## config.mk

```make
export PLATFORM = sky130hd
export DESIGN_NAME = writeback_buffer
export DESIGN_NICKNAME = d
export VERILOG_FILES = /design/src/rtl/memsys_pkg.sv /design/src/rtl/wb_match.sv /design/src/rtl/writeback_buffer.sv
export SDC_FILE = /design/constraint.sdc
export NUM_CORES = 1
export LEC_CHECK = 0
export BUFFER_PORTS_ARGS = -buffer_cell sky130_fd_sc_hd__buf_2
export CORE_AREA = 5 5 149 166
export CTS_CLUSTER_DIAMETER = 200
export DETAILED_ROUTE_END_ITERATION = 8
export DIE_AREA = 0 0 154 171
export GPL_ROUTABILITY_DRIVEN = 0
export PLACE_DENSITY = 0.81
export SYNTH_ARGS = -nofsm -noshare
export SYNTH_HDL_FRONTEND = slang
export SYNTH_HIERARCHICAL = 1
export SYNTH_SLANG_ARGS = --single-unit
```

## constraint.sdc

```tcl
create_clock -name clk -period 4.5 [get_ports clk]
set_input_delay 0 -clock clk [delete_from_list [all_inputs] [get_ports clk]]
set_output_delay 0 -clock clk [all_outputs]
set_load 0.005 [all_outputs]
```

## src/rtl/memsys_pkg.sv

```systemverilog
// Shared memory-subsystem types and widths.
// Used by the cache controller and the write-back buffer.
package memsys_pkg;

    localparam int MEM_ADDR_WIDTH = 16;
    localparam int MEM_DATA_WIDTH = 32;
    localparam int WB_DEPTH       = 4;
    localparam int WB_PTR_BITS    = $clog2(WB_DEPTH);

    typedef struct packed {
        logic                      valid;
        logic [MEM_ADDR_WIDTH-1:0] addr;
        logic [MEM_DATA_WIDTH-1:0] data;
    } wb_entry_t;

endpackage

```

## src/rtl/wb_match.sv

```systemverilog
// DEPTH-way address comparator over the write-back entries.
// Coalescing guarantees at most one entry matches a given key.
module wb_match
    import memsys_pkg::*;
#(
    parameter int DEPTH      = WB_DEPTH,
    parameter int ADDR_WIDTH = MEM_ADDR_WIDTH,
    parameter int DATA_WIDTH = MEM_DATA_WIDTH
) (
    input  logic [DEPTH-1:0]      valid,
    input  logic [ADDR_WIDTH-1:0] addr [DEPTH],
    input  logic [DATA_WIDTH-1:0] data [DEPTH],
    input  logic [ADDR_WIDTH-1:0] key,
    output logic                  hit,
    output logic [DEPTH-1:0]      match,
    output logic [DATA_WIDTH-1:0] match_data
);

    always_comb begin
        match      = '0;
        match_data = '0;
        for (int i = 0; i < DEPTH; i++) begin
            match[i] = valid[i] && (addr[i] == key);
            if (match[i]) begin
                match_data = match_data | data[i];
            end
        end
    end

    assign hit = |match;

endmodule

```

## src/rtl/writeback_buffer.sv

```systemverilog
// Write-back FIFO between the cache controller and the RAM port.
// Coalesces repeat victims and forwards pending data to read misses.
module writeback_buffer
    import memsys_pkg::*;
#(
    parameter int ADDR_WIDTH = MEM_ADDR_WIDTH,
    parameter int DATA_WIDTH = MEM_DATA_WIDTH,
    parameter int DEPTH      = WB_DEPTH
) (
    input  logic                   clk,
    input  logic                   rst,
    input  logic                   push_valid,
    output logic                   push_ready,
    input  logic [ADDR_WIDTH-1:0]  push_addr,
    input  logic [DATA_WIDTH-1:0]  push_data,
    input  logic [ADDR_WIDTH-1:0]  lookup_addr,
    output logic                   lookup_hit,
    output logic [DATA_WIDTH-1:0]  lookup_data,
    input  logic                   ram_busy,
    output logic                   ram_we,
    output logic [ADDR_WIDTH-1:0]  ram_addr,
    output logic [DATA_WIDTH-1:0]  ram_wdata,
    output logic [$clog2(DEPTH):0] count,
    output logic                   empty,
    output logic                   full
);

    localparam int PTR_W = $clog2(DEPTH);
    localparam int CNT_W = PTR_W + 1;

    logic [DEPTH-1:0]      valid_q;
    logic [ADDR_WIDTH-1:0] addr_q [DEPTH];
    logic [DATA_WIDTH-1:0] data_q [DEPTH];
    logic [PTR_W-1:0]      head_q;
    logic [PTR_W-1:0]      tail_q;
    logic [CNT_W-1:0]      count_q;

    logic                  drain_fire;
    logic [DEPTH-1:0]      head_sel;
    logic [DEPTH-1:0]      coal_valid;
    logic                  coal_hit;
    logic [DEPTH-1:0]      coal_vec;
    logic [DATA_WIDTH-1:0] coal_data;
    logic [DEPTH-1:0]      look_vec;
    logic                  push_fire;
    logic                  alloc;
    logic                  unused_match;

    assign empty      = (count_q == '0);
    assign full       = (count_q == CNT_W'(DEPTH));
    assign count      = count_q;
    assign drain_fire = !empty && !ram_busy;

    assign head_sel   = DEPTH'(1) << head_q;

    // The head leaving this cycle cannot absorb a push; it reallocates.
    assign coal_valid = valid_q & ~(drain_fire ? head_sel : '0);

    wb_match #(
        .DEPTH      (DEPTH),
        .ADDR_WIDTH (ADDR_WIDTH),
        .DATA_WIDTH (DATA_WIDTH)
    ) u_coal (
        .valid      (coal_valid),
        .addr       (addr_q),
        .data       (data_q),
        .key        (push_addr),
        .hit        (coal_hit),
        .match      (coal_vec),
        .match_data (coal_data)
    );

    wb_match #(
        .DEPTH      (DEPTH),
        .ADDR_WIDTH (ADDR_WIDTH),
        .DATA_WIDTH (DATA_WIDTH)
    ) u_look (
        .valid      (valid_q),
        .addr       (addr_q),
        .data       (data_q),
        .key        (lookup_addr),
        .hit        (lookup_hit),
        .match      (look_vec),
        .match_data (lookup_data)
    );

    assign unused_match = ^{coal_data, look_vec};

    assign push_ready = !full || drain_fire || coal_hit;
    assign push_fire  = push_valid && push_ready;
    assign alloc      = push_fire && !coal_hit;

    assign ram_we    = drain_fire;
    assign ram_addr  = empty ? '0 : addr_q[head_q];
    assign ram_wdata = empty ? '0 : data_q[head_q];

    always_ff @(posedge clk) begin
        if (rst) begin
            valid_q <= '0;
            head_q  <= '0;
            tail_q  <= '0;
            count_q <= '0;
        end else begin
            if (drain_fire) begin
                valid_q[head_q] <= 1'b0;
                head_q          <= head_q + 1'b1;
            end
            // When full, tail equals head; the new entry wins over the clear.
            if (alloc) begin
                valid_q[tail_q] <= 1'b1;
                tail_q          <= tail_q + 1'b1;
            end
            if (alloc && !drain_fire) begin
                count_q <= count_q + CNT_W'(1);
            end else if (!alloc && drain_fire) begin
                count_q <= count_q - CNT_W'(1);
            end
        end
    end

    always_ff @(posedge clk) begin
        if (!rst) begin
            for (int i = 0; i < DEPTH; i++) begin
                if (push_fire && coal_vec[i]) begin
                    data_q[i] <= push_data;
                end
            end
            if (alloc) begin
                addr_q[tail_q] <= push_addr;
                data_q[tail_q] <= push_data;
            end
        end
    end

endmodule
```

==> results.md, run 1 <==
* DRC at 0
* Syn avg cell area at 12.82 µm²
* Pre-CTS setup slack at 0.4274 ns
* Crit path arrival time at 4.57 ns
* TritonCTS Buffers at 22
* Root buffer selected by CTS: clkbuf_16
* Horiz. Die Dim at 154 µm
* RR Startpoint: head_q[0]$_SDFFE_PP0P_
* Core box area at 23030 µm²
* Synth warn at 6
* GRT Total Usage at 0.2568
* CTS tree: yes
* Setup repair bufs after CTS at 0
* Post-route setup TNS at 0 ns
* Hold WC Path Type: input port to flop
* Vias in the first global route at 9571
* Final std cells w/o fill at 1466
* Largest net degree at the start of global routing at 74
* H-tree Lvls at 1
* Synth Cell Area at 12280 µm²
* Status: finished clean
* Most used routing layer in global routing: met2
* Post-synth net total at 1036
* Crit Path Class: flop to flop
* Worst-path clk slew at 0.06 ns
* Hold Violations, Final at 0
* Fmax at 0.2418 GHz
* Worst vdd ir at 322.4 µV
* Avg WL per Cell at 23.67 µm
* Routed Antenna Nets at 0
* Element type at the critical path end: flop
* Top-level I/O count at 156
* Lkg Pwr at 5.227 nW
* Worst R2R Path Depth at 16
* PortBufs at 155
* Row cnt at 59
* Via count at 9249
* DIE HEIGHT at 171 µm
* Ratio of cells with drive above 1 in the final layout at 0.3239
* Max-slew headroom at 0.3643
* Hold_sp: push_valid
* Die area at 26330 µm²
* Initial antenna violation count at 1
* Worst EP required at 4.93 ns
* First-pass GRT wire length at 53.70 mm
* WHS Path Cells at 4
* Crit path launch type: flop
* Setup violators final at 0
* Vias per inst at 6.309
* Layout Area Growth over Synthesis at 19.03%
* Drt total wl at 34.70 mm
* Final Cycle Share at 0.9191
* Critical-path maximum fanout at 24
* Clock tree sinks at 203
* Setup skew after layout at 0.01920 ns
* Max cap viols at 0
* Grt met1 use at 0.3358
* DR pass1 iterations at 5
* N_diodes at 0
* Worst setup path startpoint: head_q[0]$_SDFFE_PP0P_
* CTS max path bufs at 3
* RSZ-0062 raised after global routing: false
* Placed cells at 1375
* Clk_lat worst skew at 0.51 ns
* Overall power at 6.119 mW
* Post-CTS sizing at 0
* Starting DRT DRC Count at 949
* Worst Setup Slack, final at 0.3640 ns
* Initial core utilization at 0.5333
* Met3 Use GR at 0.04958
* Power Density at 418.5 nW/µm²
* Met2 Track Usage GR at 0.4261
* Gate Count Post-Synth at 958
* Fin nets at 1223
* Final Max Tran Viols at 0
* Worst-Margin Slew at 0.9536 ns
* Detailed placement HPWL at 21.51 mm
* Overflow after GRT at 0
* Min Tclk post-route at 4.136 ns
## through the flow
stage               hold WS, ns    util  instance area, µm²
floorplan               0.05302       -               12280
global placement         0.3211  0.5801               13360
detailed placement       0.3253  0.5801               13360
CTS                     0.07788  0.6348               14620
global route            0.09620  0.6348               14620
finish                  0.09269  0.6348               14620
## worst paths after layout
check | to | slack (ns)
max | count[2]$_SDFFE_PP0P_ | 0.36
min | valid_q[1]$_SDFF_PP0_ | 0.09
max reg2reg | count[2]$_SDFFE_PP0P_ | 0.36
min reg2reg | tail_q[1]$_SDFFE_PP0N_ | 0.51
## critical path, stage by stage, from the launching register on
cell	delay, ns
dfxtp_4	0.65
ha_1	0.24
nand2b_1	0.05
o21ai_0	0.20
inv_1	0.06
nand2_1	0.07
nor3_1	0.04
and2_1	0.17
or4_1	0.63
nor2b_1	0.31
and2_1	0.33
ha_1	0.24
inv_1	0.06
fa_1	0.38
xor2_1	0.18
or3_1	0.31
a21oi_1	0.14
## where the power goes
group,total [mW],switching (mW),internal (mW)
sequential,2.47,0.180,2.29
clock,1.85,0.736,1.12
combinational,1.79,0.900,0.893
total,6.12,1.82,4.30
## cell type report
type | instances | area (µm²)
fill | 1755 | 8412
sequential | 203 | 5991
multi-input combinational | 671 | 5932
timing repair buffer | 229 | 1496
clock buffer | 34 | 655.6
tap | 305 | 381.6
clock inverter | 6 | 93.84
inverter | 18 | 70.07
## sequential cells by signal, summed over array words and instances, names as in the netlist
signal   flops
addr_q      64
head_q       2
valid_q      4
data_q     128
count        3
tail_q       2
## metal layers
metal  routed length, µm  vias to the layer above
met2               16890                      595
met4                1307                        2
met1               12960                     4564
li1                    -                     3993
met5                   7                        -
met3                3536                       95
## placed cells by master (no fill, tap or decap), drive strengths merged, types with 7 or more instances in the layout
cell         instances
nand2               75
nor2                11
o32a                32
inv                 18
dlygate4sd3         51
nor2b               55
clkbuf              34
xor2                30
edfxtp             192
dfxtp               11
mux4                48
xnor2               94
nand4               18
mux2               129
nand3              106
nand2b               7
nor3                 9
buf                178
ha                   9
## what timing repair did
action,in CTS,in global routing
hold endpoints to repair,202,0
setup endpoints to repair,0,0
hold buffers,51,0
(Power assumes the default switching activity.)
==> inputs of run 2 (changes only) <==
--- a/config.mk
+++ b/config.mk
@@ -6,13 +6,12 @@
 export NUM_CORES = 1
 export LEC_CHECK = 0
 export BUFFER_PORTS_ARGS = -buffer_cell sky130_fd_sc_hd__buf_2
-export CORE_AREA = 5 5 149 166
+export CORE_AREA = 5 5 148 165
 export CTS_CLUSTER_DIAMETER = 200
 export DETAILED_ROUTE_END_ITERATION = 8
-export DIE_AREA = 0 0 154 171
+export DIE_AREA = 0 0 153 170
 export GPL_ROUTABILITY_DRIVEN = 0
-export PLACE_DENSITY = 0.81
+export PLACE_DENSITY = 0.76
 export SYNTH_ARGS = -nofsm -noshare
 export SYNTH_HDL_FRONTEND = slang
-export SYNTH_HIERARCHICAL = 1
 export SYNTH_SLANG_ARGS = --single-unit
==> constraint.sdc (replaced) <==
create_clock -name clk -period 3.65 [get_ports clk]
set_input_delay 0 -clock clk [delete_from_list [all_inputs] [get_ports clk]]
set_output_delay 0 -clock clk [all_outputs]
set_load 0.005 [all_outputs]
==> results.md, run 2 <==
* Root buffer selected by CTS: clkbuf_16
* Horiz. Die Dim at 153 µm (-0.65%)
* Setup repair bufs after CTS at 0 (unchanged)
* GRT Total Usage at 0.2283 (-0.02849)
* Critical path, cell by cell: nor3_4 -> or2_1 -> o21ai_2 -> o32ai_2 -> or3_4 -> inv_1 -> ha_1 -> inv_1 -> fa_1 -> xor2_1 -> or3_1 -> a21oi_1
* DRC at 0 (unchanged)
* Setup violators final at 0 (unchanged)
* Core box area at 22500 µm² (-2.3%)
* Max cap viols at 0 (unchanged)
* Worst-Margin Slew at 1.082 ns (+0.1281 ns)
* Worst R2R Path Depth at 12 (-4)
* PortBufs at 155 (unchanged)
* Overflow after GRT at 0 (unchanged)
* Vias per inst at 5.983 (-5.2%)
* Placed cells at 1246 (-9.4%)
* Most flops, register: data_q
* TritonCTS Buffers at 23 (+4.5%)
* DIE HEIGHT at 170 µm (-0.58%)
* Final Cycle Share at 0.8836 (-0.03549)
* Vias in the first global route at 8294 (-13%)
* Top cell type's share of synthesized area at 0.4906
* Detailed placement HPWL at 19.37 mm (-10%)
* CTS max path bufs at 3 (unchanged)
* Gate Count Post-Synth at 823 (-14%)
* Routed Antenna Nets at 0 (unchanged)
* Initial antenna violation count at 0 (-1)
* DR pass1 iterations at 5 (unchanged)
* Via count at 7993 (-14%)
* Synth Cell Area at 11750 µm² (-4.3%)
* Critical-path maximum fanout at 7 (-71%)
* Fmax at 0.3101 GHz (+28%)
* Worst vdd ir at 386.9 µV (+20%)
* M1 WL at 12.34 mm (-4.8%)
* H-tree Lvls at 1 (unchanged)
* Seq/Total Area, Yosys at 0.5094
* Max-slew headroom at 0.2789 (-0.08538)
* Highest routed layer: met4
* Hold Violations, Final at 0 (unchanged)
* FILL cells at 1723 (-1.8%)
* RSZ-0062 raised after global routing: false
* Most common cell after layout, fill and taps aside: edfxtp_1
* Hold WC Path Type: input port to flop
* Max FFs per register at 128 (unchanged)
* Synth top area cells: edfxtp_1, mux4_2, mux2_2
* Starting DRT DRC Count at 679 (-28%)
* Crit path launch type: flop
* Dominant cell type by area after synthesis: edfxtp_1
* Top-count cell post-synth: edfxtp_1
* Clock tree sinks at 203 (unchanged)
* CTS tree: yes
* Unique cell type count in the Yosys netlist at 43
* Synth warn at 0 (-6)
* Post-route setup TNS at 0 ns (unchanged)
* Worst-path clk slew at 0.06 ns (about the same)
* Min Tclk post-route at 3.225 ns (-0.9108 ns)
* Routed wl met3 at 2.628 mm (-26%)
* Row cnt at 58 (-1.7%)
* First-pass GRT wire length at 47.31 mm (-12%)
* Top-level I/O count at 156 (unchanged)
* Syn avg cell area at 14.28 µm² (+11%)
* Lkg Pwr at 5.249 nW (+0.42%)
* Critical Path Max Stage Delay at 0.47 ns (-0.18 ns)
* Final std cells w/o fill at 1336 (-8.9%)
* WHS Path Cells at 3 (-1)
* Final non-filler cell area at 14180 µm² (-3.0%)
* Ratio of cells with drive above 1 in the final layout at 0.3880 (+0.06417)
* Crit Path Class: flop to flop
* Worst EP required at 4.08 ns (-0.85 ns)
* Setup skew after layout at 0.009780 ns (-0.009417 ns)
* Placed inst area at 12850 µm² (-3.8%)
* Power Density at 565.4 nW/µm² (+35%)
* Avg WL per Cell at 22.86 µm (-3.4%)
* Number of synthesized flops with an enable pin at 192
* Crit path arrival time at 3.66 ns (-0.91 ns)
* Most frequent CP cell: inv_1
* Sequential Area at 5991 µm² (unchanged)
* Post-synth net total at 901 (-13%)
* Post-synthesis async set-or-reset flop share at 0
* Post-CTS sizing at 0 (unchanged)
* Biggest regs: data_q: 128 flops, addr_q: 64 flops, valid_q: 4 flops
* Synth Flop Type: edfxtp_1
* Most frequent cells in the layout: edfxtp_1, buf_2, mux2_2
* Clk_lat worst skew at 0.50 ns (about the same)
* Crit path max-delay cell type: dfxtp_1
* Die area at 26010 µm² (-1.2%)
* Overall power at 8.018 mW (+31%)
* N_diodes at 0 (unchanged)
* Multi-input gate area at 5485 µm² (-7.5%)
* Element type at the critical path end: flop
* Synth top cells by count: edfxtp_1, mux2_2, xnor2_1, xor2_1, a22oi_1
* Cts hold-fix bufs at 49 (-3.9%)
* Final Max Tran Viols at 0 (unchanged)
* Fin nets at 1098 (-10%)
* Hold_ws at 0.1148 ns (+0.02212 ns)
* Layout Area Growth over Synthesis at 20.67%
* Largest net degree at the start of global routing at 79 (+6.8%)
* Status: finished clean
* Initial core utilization at 0.5224 (-0.01094)
* Seq cells post-synth at 203
* Routed met2 length at 14.93 mm (-12%)
* Drt total wl at 30.54 mm (-12%)
## run 2: worst paths after layout
| kind | from | end | slack, ns |
|---|---|---|---|
| setup / recovery | count[0]$_SDFFE_PP0P_ | count[2]$_SDFFE_PP0P_ | 0.42 |
| hold / removal | push_valid | data_q[28]$_DFFE_PN_ | 0.11 |
| setup reg to reg | count[0]$_SDFFE_PP0P_ | count[2]$_SDFFE_PP0P_ | 0.42 |
| hold reg to reg | valid_q[2]$_SDFF_PP0_ | valid_q[2]$_SDFF_PP0_ | 0.52 |
## run 2: power by group
part	total (mW)	internal [mW]	leakage, nW	switching, mW
sequential	3.03	2.84	1.93	0.193
clock	2.57	1.64	0.410	0.933
combinational	2.41	1.22	2.91	1.18
total	8.02	5.71	5.25	2.31
## run 2: critical path, delay by kind of cell, from the launching register on
| family | cells | cell delay [ns] |
|---|---|---|
| and+or+nand+nor | 4 | 1.18 |
| buffers and inverters | 2 | 0.25 |
| AOI/OAI and AO/OA | 3 | 0.51 |
| adders and majority gates | 2 | 0.58 |
| xor gates and xnor gates | 1 | 0.17 |
| DFF | 1 | 0.47 |
## run 2: cell type report
type	count	share of cell area
Clock buffer	24	0.04085
Clock inverter	17	0.01818
Inverter	15	0.004235
Multi-Input combinational cell	556	0.3868
Sequential cell	203	0.4225
Tap cell	300	0.02647
Timing Repair Buffer	221	0.1009
## run 2: cell families (layout without fill, tap and decap cells)
| kind of cell | after synthesis | in the layout | share of synthesized area |
|---|---|---|---|
| muxes | 178 | 178 | 0.2275 |
| AOI/OAI and AO/OA | 83 | 83 | 0.05409 |
| adders and majority gates | 10 | 10 | 0.01129 |
| buffers and inverters | 64 | 277 | 0.02843 |
| xor gates and xnor gates | 132 | 132 | 0.09838 |
| and+or+nand+nor | 153 | 153 | 0.07091 |
| DFF | 203 | 203 | 0.5094 |
## run 2: per-stage QoR
step	util	setup WS [ns]
CTS	0.6303	0.4232
global placement	0.5713	0.4740
finish	0.6303	0.4248
floorplan	-	0.1419
detailed placement	0.5713	0.4468
global route	0.6303	0.1758
## run 2: metal layers
layer  track usage  up-vias
met3       0.03866       47
met5             0        -
li1              -     3551
met2        0.3900      377
met1        0.3069     4018
met4       0.05889        0
